--- src/rtl/maze_pkg.sv ---
// Shared encodings and default geometry for the maze game sequencer.
package maze_pkg;

    typedef enum logic [1:0] {
        StIdle   = 2'b00,
        StPlay   = 2'b01,
        StPaused = 2'b10,
        StWon    = 2'b11
    } game_state_e;

    typedef enum logic [2:0] {
        DirNone  = 3'd0,
        DirUp    = 3'd1,
        DirDown  = 3'd2,
        DirLeft  = 3'd3,
        DirRight = 3'd4
    } dir_e;

    localparam int unsigned DefCols     = 18;
    localparam int unsigned DefRows     = 11;
    localparam int unsigned DefStartPos = 19;

endpackage

--- src/rtl/maze_step_check.sv ---
// Combinational step check: computes the target cell for a direction and whether
// the step stays inside the grid and lands on an open cell.
module maze_step_check
    import maze_pkg::*;
#(
    parameter int unsigned COLS = DefCols,
    parameter int unsigned ROWS = DefRows
) (
    input  logic [7:0]           pos_i,
    input  logic [2:0]           dir_i,
    input  logic [COLS*ROWS-1:0] maze_state_i,
    output logic [7:0]           target_o,
    output logic                 legal_o
);

    int unsigned col;
    int unsigned row;
    logic        in_bounds;

    always_comb begin
        col       = {24'd0, pos_i} % COLS;
        row       = {24'd0, pos_i} / COLS;
        target_o  = pos_i;
        in_bounds = 1'b0;
        case (dir_e'(dir_i))
            DirUp: begin
                in_bounds = (row != 0);
                target_o  = pos_i - 8'(COLS);
            end
            DirDown: begin
                in_bounds = (row != ROWS - 1);
                target_o  = pos_i + 8'(COLS);
            end
            DirLeft: begin
                in_bounds = (col != 0);
                target_o  = pos_i - 8'd1;
            end
            DirRight: begin
                in_bounds = (col != COLS - 1);
                target_o  = pos_i + 8'd1;
            end
            default: ;
        endcase
        // Out-of-grid targets are never indexed into the bitmap as legal.
        legal_o = in_bounds && (row < ROWS) && maze_state_i[target_o];
    end

endmodule

--- src/rtl/maze_move_controller.sv ---
// Maze game sequencer: button edge latches, fixed-priority arbiter, game FSM and move counter.
// Optional MAZE_MOVE_LIMIT_EN ends the game when the move budget runs out.
module maze_move_controller
    import maze_pkg::*;
#(
    parameter int unsigned COLS      = DefCols,
    parameter int unsigned ROWS      = DefRows,
    parameter int unsigned START_POS = DefStartPos,
    parameter int unsigned MAX_MOVES = 500
) (
    input  logic                 CLK,
    input  logic                 RESET,
    input  logic                 tick,
    input  logic                 btn_up,
    input  logic                 btn_down,
    input  logic                 btn_left,
    input  logic                 btn_right,
    input  logic                 btn_ctrl,
    input  logic                 pause,
    input  logic [COLS*ROWS-1:0] maze_state,
    input  logic [7:0]           goal_pos,
    output logic [7:0]           pos,
    output logic [9:0]           moves,
    output logic [1:0]           game_state,
    output logic                 blocked,
    output logic                 won
);

    game_state_e state_q, state_d;
    logic [7:0]  pos_q, pos_d;
    logic [9:0]  moves_q, moves_d;
    logic        blocked_q, blocked_d;
    logic [3:0]  pending_q, pending_d;  // {up, down, left, right}
    logic [3:0]  btn_prev_q, btn_prev_d;
    logic        ctrl_prev_q, ctrl_prev_d;

    logic [3:0]  dir_edge;
    logic [3:0]  req;
    logic        ctrl_edge;
    dir_e        winner;
    logic [7:0]  target;
    logic        legal;
    logic [9:0]  moves_inc;

    assign btn_prev_d  = {btn_up, btn_down, btn_left, btn_right};
    assign ctrl_prev_d = btn_ctrl;
    assign dir_edge    = btn_prev_d & ~btn_prev_q;
    assign ctrl_edge   = btn_ctrl & ~ctrl_prev_q;
    // An edge arriving on the tick cycle itself still competes for that tick.
    assign req         = pending_q | dir_edge;
    assign moves_inc   = (moves_q == 10'h3FF) ? moves_q : moves_q + 10'd1;

    always_comb begin
        winner = DirNone;
        if (req[3]) begin
            winner = DirUp;
        end else if (req[2]) begin
            winner = DirDown;
        end else if (req[1]) begin
            winner = DirLeft;
        end else if (req[0]) begin
            winner = DirRight;
        end
    end

    maze_step_check #(
        .COLS(COLS),
        .ROWS(ROWS)
    ) u_step_check (
        .pos_i       (pos_q),
        .dir_i       (winner),
        .maze_state_i(maze_state),
        .target_o    (target),
        .legal_o     (legal)
    );

    always_comb begin
        state_d   = state_q;
        pos_d     = pos_q;
        moves_d   = moves_q;
        blocked_d = 1'b0;
        pending_d = tick ? 4'b0000 : (pending_q | dir_edge);
        unique case (state_q)
            StIdle: begin
                if (ctrl_edge) begin
                    state_d = StPlay;
                    pos_d   = 8'(START_POS);
                    moves_d = 10'd0;
                end
            end
            StPlay: begin
                if (ctrl_edge) begin
                    state_d = StIdle;
                end else if (pause) begin
                    state_d = StPaused;
                end else if (tick && (winner != DirNone)) begin
                    if (legal) begin
                        pos_d   = target;
                        moves_d = moves_inc;
                        if (target == goal_pos) begin
                            state_d = StWon;
                        end
`ifdef MAZE_MOVE_LIMIT_EN
                        else if (moves_inc == 10'(MAX_MOVES)) begin
                            state_d   = StIdle;
                            pos_d     = 8'(START_POS);
                            blocked_d = 1'b1;
                        end
`endif
                    end else begin
                        blocked_d = 1'b1;
                    end
                end
            end
            StPaused: begin
                if (!pause) begin
                    state_d = StPlay;
                end
            end
            StWon: begin
                if (ctrl_edge) begin
                    state_d = StIdle;
                end
            end
            default: state_d = StIdle;
        endcase
        if (state_d != state_q) begin
            pending_d = 4'b0000;
        end
    end

`ifndef MAZE_MOVE_LIMIT_EN
    logic unused_max_moves;
    assign unused_max_moves = ^MAX_MOVES;
`endif

    always_ff @(posedge CLK or negedge RESET) begin
        if (!RESET) begin
            state_q     <= StIdle;
            pos_q       <= 8'(START_POS);
            moves_q     <= 10'd0;
            blocked_q   <= 1'b0;
            pending_q   <= 4'b0000;
            btn_prev_q  <= 4'b0000;
            ctrl_prev_q <= 1'b0;
        end else begin
            state_q     <= state_d;
            pos_q       <= pos_d;
            moves_q     <= moves_d;
            blocked_q   <= blocked_d;
            pending_q   <= pending_d;
            btn_prev_q  <= btn_prev_d;
            ctrl_prev_q <= ctrl_prev_d;
        end
    end

    assign pos        = pos_q;
    assign moves      = moves_q;
    assign game_state = state_q;
    assign blocked    = blocked_q;
    assign won        = (state_q == StWon);

endmodule

--- config.mk ---
export PLATFORM = sky130hd
export DESIGN_NAME = maze_move_controller
export DESIGN_NICKNAME = d
export VERILOG_FILES = /design/src/rtl/maze_pkg.sv /design/src/rtl/maze_step_check.sv /design/src/rtl/maze_move_controller.sv
export SDC_FILE = /design/constraint.sdc
export NUM_CORES = 1
export LEC_CHECK = 0
export ABC_AREA = 1
export BUFFER_PORTS_ARGS = -buffer_cell sky130_fd_sc_hd__buf_2
export CORE_UTILIZATION = 53
export DETAILED_ROUTE_END_ITERATION = 10
export PLACE_DENSITY = 0.95
export SKIP_LAST_GASP = 1
export SLEW_MARGIN = 15
export SYNTH_ARGS = -nofsm -noshare
export SYNTH_HDL_FRONTEND = slang
export SYNTH_SLANG_ARGS = --single-unit
export TNS_END_PERCENT = 1
--- constraint.sdc ---
create_clock -name CLK -period 6.15 [get_ports CLK]
set_input_delay 0.615 -clock CLK [delete_from_list [all_inputs] [get_ports CLK]]
set_output_delay 0.615 -clock CLK [all_outputs]
set_load 0.1 [all_outputs]
==> results.cfg <==
[synth]
synth_ff_type = dfrtp_1
synth_cell_type_count = 44
synth-async-reset-ratio_pct = 100.0
synth.area.top_cells = nand2_1 (29%), nand3_1 (14%), dfrtp_1 (13%), inv_1 (5.8%), nor2_1 (3.7%)
syn_nets = 1216
synth_seq_cells = 30
yosys.area.top_type = nand2_1
yosysSeqAreaShare_pct = 13.98
yosys_warnings = 0
syn_avg_cell_area_um2 = 5.485
syn-instance-count = 984
synthTopCellsByCount = nand2_1 (418), nand3_1 (153), inv_1 (83)
synth.top_cell.area_share_pct = 29.07
synth_area_um2 = 5398
synth.most_common_cell = nand2_1
synth_edf_count = 0

[sta]
worst_pin_slew_ns = 1.155
period_needed_ns = 4.575
slew_viol_final = 0
skew_ns = 0.01041
rsz0062_at_grt = no
clock.fmax_mhz = 218.6
finalCritPeriodShare_pct = 74.38
max_slew_margin_pct = 22.46
hold_ws_ns = 0.3493
fin_setup_tns_ns = 0
hold_violations = 0
setup_viol = 0
fin_ws_ns = 1.575

[clocking]
ctsResizeCount = 0
numCtsBuffers = 5
clk_pin_slew_ns = 0.08
cts.sinks = 30
clk_latency_ns = 0.30
cts_max_level = 2
ctsHoldBuffers = 0
cts_tree = done
clock_path_buffers = 2
cts_setup_buffers = 0
cts_root_buf = clkbuf_8

[worst_setup_path]
start_kind = input port
cp_slowest_cell = o21ai_1
required_ns = 6.37
critPathTopFamily = simple AND/OR/NAND/NOR gates
reg2reg_from = pending_q[3]
critPathMaxStageDelay_ns = 0.62
cp-end-kind = flip-flop
critPathKind = input port to flip-flop
cp.depth = 26
r2r-end = moves[2]
path_max_fanout = 20
arrival_ns = 4.79
ff2ff_path_depth = 25
cp.buffers_inverters = 2
cp_common_cell = nand3_1
rrSetupSlack_ns = 1.62

[global_routing]
grt_pass1_vias = 6248
overflow = 0
grt_start_max_net_pins = 113
gr-usage-all-layers_pct = 34.09
antenna_found_initial = 0
grt_pass1_wl_um = 28660

[flow_run]
maxCapViolCount = 0

[hold_path]
min_path_type = input port to asynchronous set/reset pin

[finish]
diodes = 0
drive_above_1_share_pct = 27.50
nets = 1420
final_util_pct = 67.32
fillerInstances = 935
flow.area_growth_from_synthesis_pct = 22.46

[floorplan]
die_height_um = 102.9
fp.dieW_um = 102.9
row_count = 36
core_area_um2 = 9819
initial_core_util_pct = 54.97
io_pins = 237
dieArea_um2 = 10590

[detailed_routing]
drtAntennaViolNets = 0
drtPass1Iterations = 7
drc = 0
vias_per_cell = 5.306
drtIter0Drc = 467
wl_um = 17640
vias = 7014
post_drt_wl_per_cell_um = 13.35

[placed_design]
io_buffer_count = 236
post-place-ws_ns = 1.302
globalplace.congestion = 0.9304
hpwl_um = 13960

[pwr]
total_power_mw = 4.484
p_leak_nw = 3.851
ir_drop_mv = 0.4794
p_per_area_nw_per_um2 = 678.4

[run_status]
outcome = completed
==> sequential cells by signal, summed over array words and instances (netlist names) <==
name / count
moves: 10
pending_q: 4
pos: 8
blocked: 1
ctrl_prev_q: 1
btn_prev_q: 4
game_state: 2
==> per-stage QoR <==
stage                     area (um2)  cells
after global routing            6610   1322
final                           6610   1322
after detailed placement        6515   1314
after global placement          6515   1314
after floorplan                 5398    984
after CTS                       6610   1322
==> placed cells by master, fill, tap and decap left out, drive strengths merged, types with 2 or more instances in the layout <==
cell and instances:
xnor2 4, nor2 56, a31oi 3, nand3b 5, dfstp 3, clkbuf 6, a211oi 2, o21ai 47
dfrtp 27, nand2 437, o211ai 20, fa 2, ha 15, or2 16, xor2 9, a21oi 19
nand3 161, clkinv 2, nor3 8, nand4 8, inv 92, buf 241
==> how the worst max path moves through the flow <==
| stage | startpoint | endpoint | slack, ns |
|---|---|---|---|
| 6_report | btn_down | moves[2] | 1.58 |
| 5_1_grt | btn_up | moves[2] | 1.13 |
| 4_1_cts | btn_up | moves[3] | 1.60 |
| 3_5_place_dp | btn_up | moves[2] | 1.30 |
| 3_3_place_gp | btn_up | moves[4] | 1.42 |
| 2_1_floorplan | pos[5] | pos[6] | 2.25 |
==> power by group <==
part	leakage, nW	switching [mW]	internal (mW)
Clock	0.0472	0.0864	0.0900
Sequential	0.389	0.111	0.249
Combinational	3.41	2.71	1.24
Total	3.85	2.91	1.58
==> routing by layer <==
metal / GRT usage, % / share of wire (%) / vias up
met5: 0 / 0 / -
met4: 15.28 / 2.9 / 0
met3: 5.627 / 8.0 / 51
met2: 56.10 / 47 / 310
met1: 43.89 / 42 / 3080
li1: - / - / 3573
==> final cells by class <==
| cell class | instances | area [um2] | area share [%] |
|---|---|---|---|
| sequential | 30 | 754.5 | 11.41 |
| timing repair buffer | 241 | 1219 | 18.44 |
| tap | 133 | 166.4 | 2.518 |
| clock inverter | 2 | 12.51 | 0.1893 |
| clock buffer | 6 | 82.58 | 1.249 |
| inverter | 93 | 349.1 | 5.281 |
| multi-input combinational | 817 | 4026 | 60.91 |
==> cell families (layout without fill, tap and decap cells) <==
family	count (synthesis)	after routing	synth area share, %
simple gates	693	693	56.65
fa+ha+maj	17	17	4.219
flops	30	30	13.98
xor+xnor	13	13	2.109
compound gates	94	94	11.38
buf+inv	137	342	11.66
Note: power is estimated with default switching activity, not from simulation.
